--- src/rtl/divider_ctrl.sv ---
// divider_ctrl: sequential restoring-division controller with partial-remainder datapath.
// Produces one quotient bit per clock, MSB first, by steering an external quotient shift
// register, and owns the remainder register and the start/done handshake.
//
// Ports:
//   clk       in   rising-edge clock
//   rst_n     in   asynchronous active-low reset
//   start     in   request, sampled only while idle
//   dividend  in   numerator, captured on acceptance
//   divisor   in   denominator, captured on acceptance
//   q_load    out  clears the quotient register
//   q_mux     out  quotient register control: 01 shift in 0, 10 shift in 1, 00 hold
//   remainder out  registered partial/final remainder
//   busy      out  high from the cycle after acceptance until done is left
//   done      out  one-cycle pulse, quotient register and remainder valid
//   div_zero  out  registered flag, captured divisor was zero
module divider_ctrl #(
   parameter int unsigned WIDTH = 32,
   parameter int unsigned CNT_W = 6
) (
   input  logic             clk,
   input  logic             rst_n,
   input  logic             start,
   input  logic [WIDTH-1:0] dividend,
   input  logic [WIDTH-1:0] divisor,
   output logic             q_load,
   output logic [1:0]       q_mux,
   output logic [WIDTH-1:0] remainder,
   output logic             busy,
   output logic             done,
   output logic             div_zero
);

   typedef enum logic [1:0] {StIdle, StClear, StIter, StDone} state_e;

   state_e           state_q, state_d;
   logic [CNT_W-1:0] cnt_q;
   logic [WIDTH-1:0] d_q;
   logic [WIDTH-1:0] v_q;
   logic [WIDTH-1:0] r_q;
   logic             div_zero_q;

   // Trial value is one bit wider than R so a set R MSB cannot overflow the compare.
   logic [WIDTH:0]   trial;
   logic             trial_ge;
   logic [WIDTH-1:0] r_sub;

   assign trial    = {r_q, d_q[WIDTH-1]};
   assign trial_ge = (trial >= {1'b0, v_q});
   // When trial >= V the difference fits in WIDTH bits, so the low-half subtract is exact.
   assign r_sub    = trial[WIDTH-1:0] - v_q;

   // State register
   always_ff @(posedge clk or negedge rst_n) begin
      if (!rst_n) begin
         state_q <= StIdle;
      end else begin
         state_q <= state_d;
      end
   end

   // Next-state logic
   always_comb begin
      state_d = state_q;
      unique case (state_q)
         StIdle:  if (start) state_d = StClear;
         StClear: state_d = StIter;
         StIter:  if (cnt_q == CNT_W'(1)) state_d = StDone;
         StDone:  state_d = StIdle;
         default: state_d = StIdle;
      endcase
   end

   // Output logic
   always_comb begin
      q_load = 1'b0;
      q_mux  = 2'b00;
      busy   = 1'b0;
      done   = 1'b0;
      unique case (state_q)
         StIdle: ;
         StClear: begin
            q_load = 1'b1;
            busy   = 1'b1;
         end
         StIter: begin
            q_mux = trial_ge ? 2'b10 : 2'b01;
            busy  = 1'b1;
         end
         StDone: begin
            done = 1'b1;
            busy = 1'b1;
         end
         default: ;
      endcase
   end

   // Operand, remainder and iteration-count datapath
   always_ff @(posedge clk or negedge rst_n) begin
      if (!rst_n) begin
         cnt_q      <= '0;
         d_q        <= '0;
         v_q        <= '0;
         r_q        <= '0;
         div_zero_q <= 1'b0;
      end else begin
         unique case (state_q)
            StIdle: begin
               if (start) begin
                  d_q        <= dividend;
                  v_q        <= divisor;
                  r_q        <= '0;
                  div_zero_q <= (divisor == '0);
                  cnt_q      <= CNT_W'(WIDTH);
               end
            end
            StIter: begin
               r_q   <= trial_ge ? r_sub : trial[WIDTH-1:0];
               d_q   <= {d_q[WIDTH-2:0], 1'b0};
               cnt_q <= cnt_q - CNT_W'(1);
            end
            default: ;
         endcase
      end
   end

   assign remainder = r_q;
   assign div_zero  = div_zero_q;

endmodule

--- config.mk ---
export PLATFORM = sky130hd
export DESIGN_NAME = divider_ctrl
export DESIGN_NICKNAME = d
export VERILOG_FILES = /design/src/rtl/divider_ctrl.sv
export SDC_FILE = /design/constraint.sdc
export NUM_CORES = 1
export LEC_CHECK = 0
export BUFFER_PORTS_ARGS = -buffer_cell sky130_fd_sc_hd__buf_4
export CORE_UTILIZATION = 50
export DETAILED_ROUTE_END_ITERATION = 6
export HOLD_SLACK_MARGIN = 0.06
export PLACE_DENSITY = 0.81
export SYNTH_ARGS = -nofsm -noshare
export SYNTH_HDL_FRONTEND = slang
export SYNTH_SLANG_ARGS = --single-unit
--- constraint.sdc ---
create_clock -name clk -period 2.6 [get_ports clk]
set_clock_uncertainty 0.2 [all_clocks]
set_input_delay 0.13 -clock clk [delete_from_list [all_inputs] [get_ports clk]]
set_output_delay 0.13 -clock clk [all_outputs]
set_load 0.1 [all_outputs]
==> metrics.txt, run 1 <==
status complete, but fails checks; failing checks setup timing; I/O pins 105; post-synth top area share 39.1%; unrepaired setup endpoints after global routing yes; 1st-iter DRT viols 692; largest net degree at the start of global routing 46; worst slew pin tran 0.579 ns; number of remaining DRC errors 0; arrival time at the worst endpoint 3.27 ns; Period Utilization, post-route 124%; post-synthesis async set-or-reset flop share 100%; H-Tree Depth 3; diode count 0; Die X 118 um; Routed WL 25200 um; TritonRoute pass-1 iters 6; layout cell share with drive strength beyond 1 45.2%; Synth Register Bits 105; synthesized cell area 0.00672 mm^2; number of port buffers 104; Final WS setup -0.622 ns; Final Net Count 1152; area delta synth->final 61.5%; Worst EP required 2.65 ns; GRT Total Usage 33.7%; gpl congestion 0.909; DR vias 7378; total negative slack -18.19 ns; worst-path cell chain ha_4 -> nand4_1 -> buf_4 -> a2111oi_4 -> a21oi_2 -> a21oi_1 -> a21o_1 -> a211oi_4 -> buf_4 -> buf_6 -> buf_12 -> a221oi_2 -> nor2_1; Yosys warnings 0; vias in the first global route 7471; CP peak stage delay 0.50 ns; slowest CP cell dfrtp_4; top cells by count, synth dfrtp_1 (105), nand2_1 (70), nor2_1 (70); Avg Inst Size Synth 9.18 um^2; most used cell, CP buf_4; CTS Root Cell clkbuf_16; clk_lat worst skew 0.37 ns; Clock Path Buffers 2; Rel. slew slack 61.2%; Post-Syn Nets 839; routed len/inst 20.6 um; Core Box Area 0.0129 mm^2; CTS tree done; via density per instance 6.04; placed cells 1104; Post-Synthesis Cells 732; count of final hold-check violations 0; CTS Buf Count 9; CP Capture Type register; antenna-violating nets left 0; Sink Count 105; first-pass GRT wire length 37200 um; Final Critical Period 3.22 ns; max cap viols 0; # rows 41; Top FF cell, synth dfrtp_1; die area 0.0139 mm^2; Die Span Y 118 um; Worst-path clk slew 0.07 ns; crit-path leading delay family compound AO/OA/AOI/OAI gates; EDFF count, synth 0; worst-path fanout max 8; CP bufs+invs 4; Layout Cells excl Fill 1222; total gr overflow 0; sequential share of the synthesized area 39.1%; Final Max Tran Viols 0; synth top area cells dfrtp_1 (39%), ha_1 (7.3%), mux2_2 (5.5%), mux2i_1 (4.8%), o21ai_0 (4.0%); count leader, synth dfrtp_1; final-report setup violation count 34; initial antenna violation count 0; critical path type register to register; post-DP HPWL 14100 um; worst min-delay path class primary input to async pin; area leader, netlist dfrtp_1; initial cell density of the core 52.2%; Setup crit start kind register; unique cell type count in the Yosys netlist 60; Peak Freq 0.310 GHz
final timing paths:
| check | startpoint | endpoint | slack [ns] | depth (start not counted) |
|---|---|---|---|---|
| min in group clk | d_q[11] | d_q[11] | 0.28 | 2 |
| setup / recovery | remainder[6] | remainder[6] | -0.62 | 13 |
| hold reg to reg | d_q[11] | d_q[11] | 0.28 | 2 |
| setup reg to reg | remainder[6] | remainder[6] | -0.62 | 13 |
| max in group asynchronous | rst_n | remainder[10] | 1.49 | 3 |
| hold / removal | rst_n | d_q[22] | 0.08 | 2 |
layout make-up:
class / count / area (um^2)
Multi-Input combinational cell: 535 / 4480
Timing Repair Buffer: 348 / 2980
Sequential cell: 105 / 2730
Fill cell: 673 / 2030
Clock buffer: 9 / 225
Tap cell: 172 / 215
Inverter: 46 / 173
Clock inverter: 7 / 50.0
metrics by stage:
| step | cell area (um^2) | hold WS [ns] | worst slack, ns | util (%) |
|---|---|---|---|---|
| 6_report | 10800 | 0.0806 | -0.622 | 84.3 |
| 2_1_floorplan | 7170 | -0.366 | -0.413 | - |
| 5_1_grt | 10800 | 0.132 | -0.691 | 84.3 |
| 3_5_place_dp | 9050 | -0.0574 | -0.404 | 70.3 |
| 3_3_place_gp | 9050 | -0.0619 | -0.318 | 70.3 |
| 4_1_cts | 10500 | 0.105 | -0.450 | 81.3 |
cell usage in the layout, fill, tap and decap left out, types with 5 or more instances in the layout:
cell	count
buf_4	263
dfrtp_1	74
nor2_1	69
nand2_1	67
dlygate4sd3_1	66
o21ai_0	49
inv_1	43
mux2_2	33
mux2i_1	32
a21oi_1	27
dfrtp_4	26
ha_4	23
xnor2_1	19
a21o_1	18
a221oi_2	17
a21oi_2	14
ha_1	13
nand4_1	11
buf_12	11
nor4_1	10
xor2_1	10
clkbuf_16	9
nor3_1	8
o21ai_2	8
nand3_1	7
o211ai_1	6
a221oi_4	6
buf_6	6
dfrtp_2	5
kinds of logic (layout without fill, tap and decap cells):
kind of cell / count (synthesis) / after routing / synth area share, %
and+or+nand+nor: 207 / 207 / 13.9
AOI/OAI and AO/OA: 192 / 192 / 19.4
buffers and inverters: 92 / 410 / 5.66
DFF: 105 / 105 / 39.1
adders and majority gates: 40 / 40 / 7.56
muxes: 65 / 65 / 10.3
xor gates and xnor gates: 31 / 31 / 4.04
repair_timing:
action,in CTS,in global routing
pin swaps,26,38
gates resized for setup,55,43
endpoints found under the hold margin,171,0
cloned,2,0
buffers inserted,17,19
hold buffers,66,0
endpoints found under the setup margin,34,34
per-layer routing:
metal	share of wire, %	global-route usage (%)	vias up
li1	-	-	3230
met1	38	39.1	3607
met2	51	60.5	426
met3	5.9	5.86	115
met4	5.0	14.9	0
met5	0	0	-
state kept, by name, indices dropped and copies added, names as in the netlist:
name and count:
cnt_q 6, d_q 32, div_zero 1, remainder 32, state_q 2, v_q 32
Power of run 1 is not shown: default switching activity piles up to over one toggle a cycle in this logic, so the estimate is an artifact.
==> run 2, diff against run 1 <==
PLACE_DENSITY = 0.78   (was 0.81)
clock period = 3.3 ns   (was 2.6 ns; I/O delays follow)
==> run 2 against run 1 <==
Sequential share of layout area up 4.9 points. Critical endpoint is now remainder[29]. Critical path type unchanged. The run now ends clean. Die area unchanged. Highest routed layer unchanged. Fmax down 0.90%.
==> metrics.txt, run 2 (synthesis gave the netlist of run 1 again) <==
CTS tree done; TritonRoute pass-1 iters 5 (-1); slowest CP cell dfrtp_4; 1st-iter DRT viols 495 (-28%); final-report setup violation count 0 (-100%); area delta synth->final 32.0%; CTS Buf Count 9 (unchanged); Clock Path Buffers 2 (unchanged); critical path type register to register; number of port buffers 104 (unchanged); Die X 118 um (unchanged); Worst EP required 3.34 ns (+0.69 ns); worst min-delay path class register to register; CP Capture Type register; I/O pins 105 (unchanged); Period Utilization, post-route 98.5% (-25 points); Setup crit start kind register; worst-path cell chain ha_1 -> buf_4 -> a211oi_1 -> nor2_1 -> a2111oi_4 -> a21oi_1 -> o311a_1 -> o21ai_2 -> nor3_1 -> nor4_1 -> o211ai_1; initial antenna violation count 0 (unchanged); Routed WL 17700 um (-30%); die area 0.0139 mm^2 (unchanged); post-DP HPWL 12000 um (-15%); Die Span Y 118 um (unchanged); Hold Crit Start d_q[1]; FILL cells 936 (+39%); # rows 41 (unchanged); Hold Crit Depth 2; Layout Cells excl Fill 1068 (-13%); Rel. slew slack 31.4% (-30 points); final core utilization 68.8% (-15 points); R2R Setup Slk 0.05 ns (+0.67 ns); reg2reg path depth 11 (-2); DR vias 6089 (-17%); layout cell share with drive strength beyond 1 26.3% (-19 points); Core Box Area 0.0129 mm^2 (unchanged); via density per instance 5.70 (-5.6%); count of final hold-check violations 0 (unchanged); Final Max Tran Viols 0 (unchanged); Reg-to-Reg End remainder[29]; number of remaining DRC errors 0 (unchanged); first-pass GRT wire length 29300 um (-21%); worst slew pin tran 1.03 ns (+0.450 ns); total gr overflow 0 (unchanged); CP peak stage delay 0.50 ns (about the same); status completed; Final Critical Period 3.25 ns (+0.0291 ns); GRT Total Usage 26.1% (-7.6 points); Worst-path clk slew 0.08 ns (about the same); placed cells 982 (-11%); max cap viols 0 (unchanged); routed len/inst 16.5 um (-20%); Sink Count 105 (unchanged); largest net degree at the start of global routing 82 (+78%); r2r startpoint remainder[11]; gpl congestion 0.942 (+3.6%); diode count 0 (unchanged); arrival time at the worst endpoint 3.29 ns (+0.02 ns); CTS Root Cell clkbuf_16; antenna-violating nets left 0 (unchanged); vias in the first global route 6101 (-18%); most frequent cells in the layout buf_4 (123), dfrtp_1 (83), nor2_1 (70); clk_lat worst skew 0.37 ns (about the same); H-Tree Depth 3 (unchanged); initial cell density of the core 52.2% (unchanged); Peak Freq 0.308 GHz (-0.90%); commonest non-fill, non-tap cell in the layout buf_4; worst-path fanout max 7 (-1); Worst Hold Path EP d_q[1]; Min Hold Slack 0.290 ns (+0.209 ns); Final Net Count 998 (-13%)
[run 2: area by class of cell]
cell class | instances | area [um^2] | share of cell area (%)
well taps | 172 | 215 | 2.43
repair buffers | 194 | 1670 | 18.8
inverters | 46 | 173 | 1.95
flip-flops and latches | 105 | 2660 | 30.0
clock inverters | 6 | 55.1 | 0.621
multi-input cells | 535 | 3860 | 43.6
clock buffers | 10 | 229 | 2.58
[run 2: per-layer routing]
| layer | share of wire (%) | vias to the layer above | track usage, % |
|---|---|---|---|
| met4 | 2.6 | 0 | 11.5 |
| li1 | - | 2927 | - |
| met1 | 45 | 2951 | 32.9 |
| met2 | 49 | 176 | 44.9 |
| met5 | 0 | - | 0 |
| met3 | 4.0 | 35 | 3.25 |
[run 2: what timing repair did]
action                                  in CTS  in global routing
gates cloned                                 0                  0
endpoints found under the setup margin       2                 34
resized for setup                            7                 29
setup buffers                                1                  3
pin swaps                                    1                  5
endpoints found under the hold margin      145                  0
hold buffers                                66                  0
[run 2: worst max-delay path: cells and delay by family, from the launching register on]
family                   cells  cell delay [ns]
buffers and inverters        1             0.17
AO/OA/AOI/OAI                6             1.37
adder cells (fa/ha/maj)      1             0.35
AND/OR/NAND/NOR              3             0.52
flip-flops                   1             0.50
[run 2: worst max-delay path by stage]
stage / startpoint / endpoint / slack, ns / depth (start not counted)
6_report: remainder[11] / remainder[29] / 0.05 / 11
5_1_grt: remainder[5] / q_mux[1] / -0.04 / 9
4_1_cts: remainder[9] / q_mux[0] / 0.04 / 9
3_5_place_dp: remainder[11] / remainder[29] / 0.11 / 11
3_3_place_gp: remainder[11] / remainder[29] / 0.13 / 11
2_1_floorplan: remainder[9] / remainder[29] / 0.008 / 11
[run 2: metrics by stage]
step                      setup WS (ns)  setup TNS (ns)  cell area [um^2]
after floorplan                 0.00796               0              6760
after global placement            0.130               0              7720
after detailed placement          0.109               0              7720
after CTS                        0.0415               0              8690
after global routing            -0.0448          -0.220              8860
final                            0.0493               0              8860
Power of run 2 is left out for the same reason.
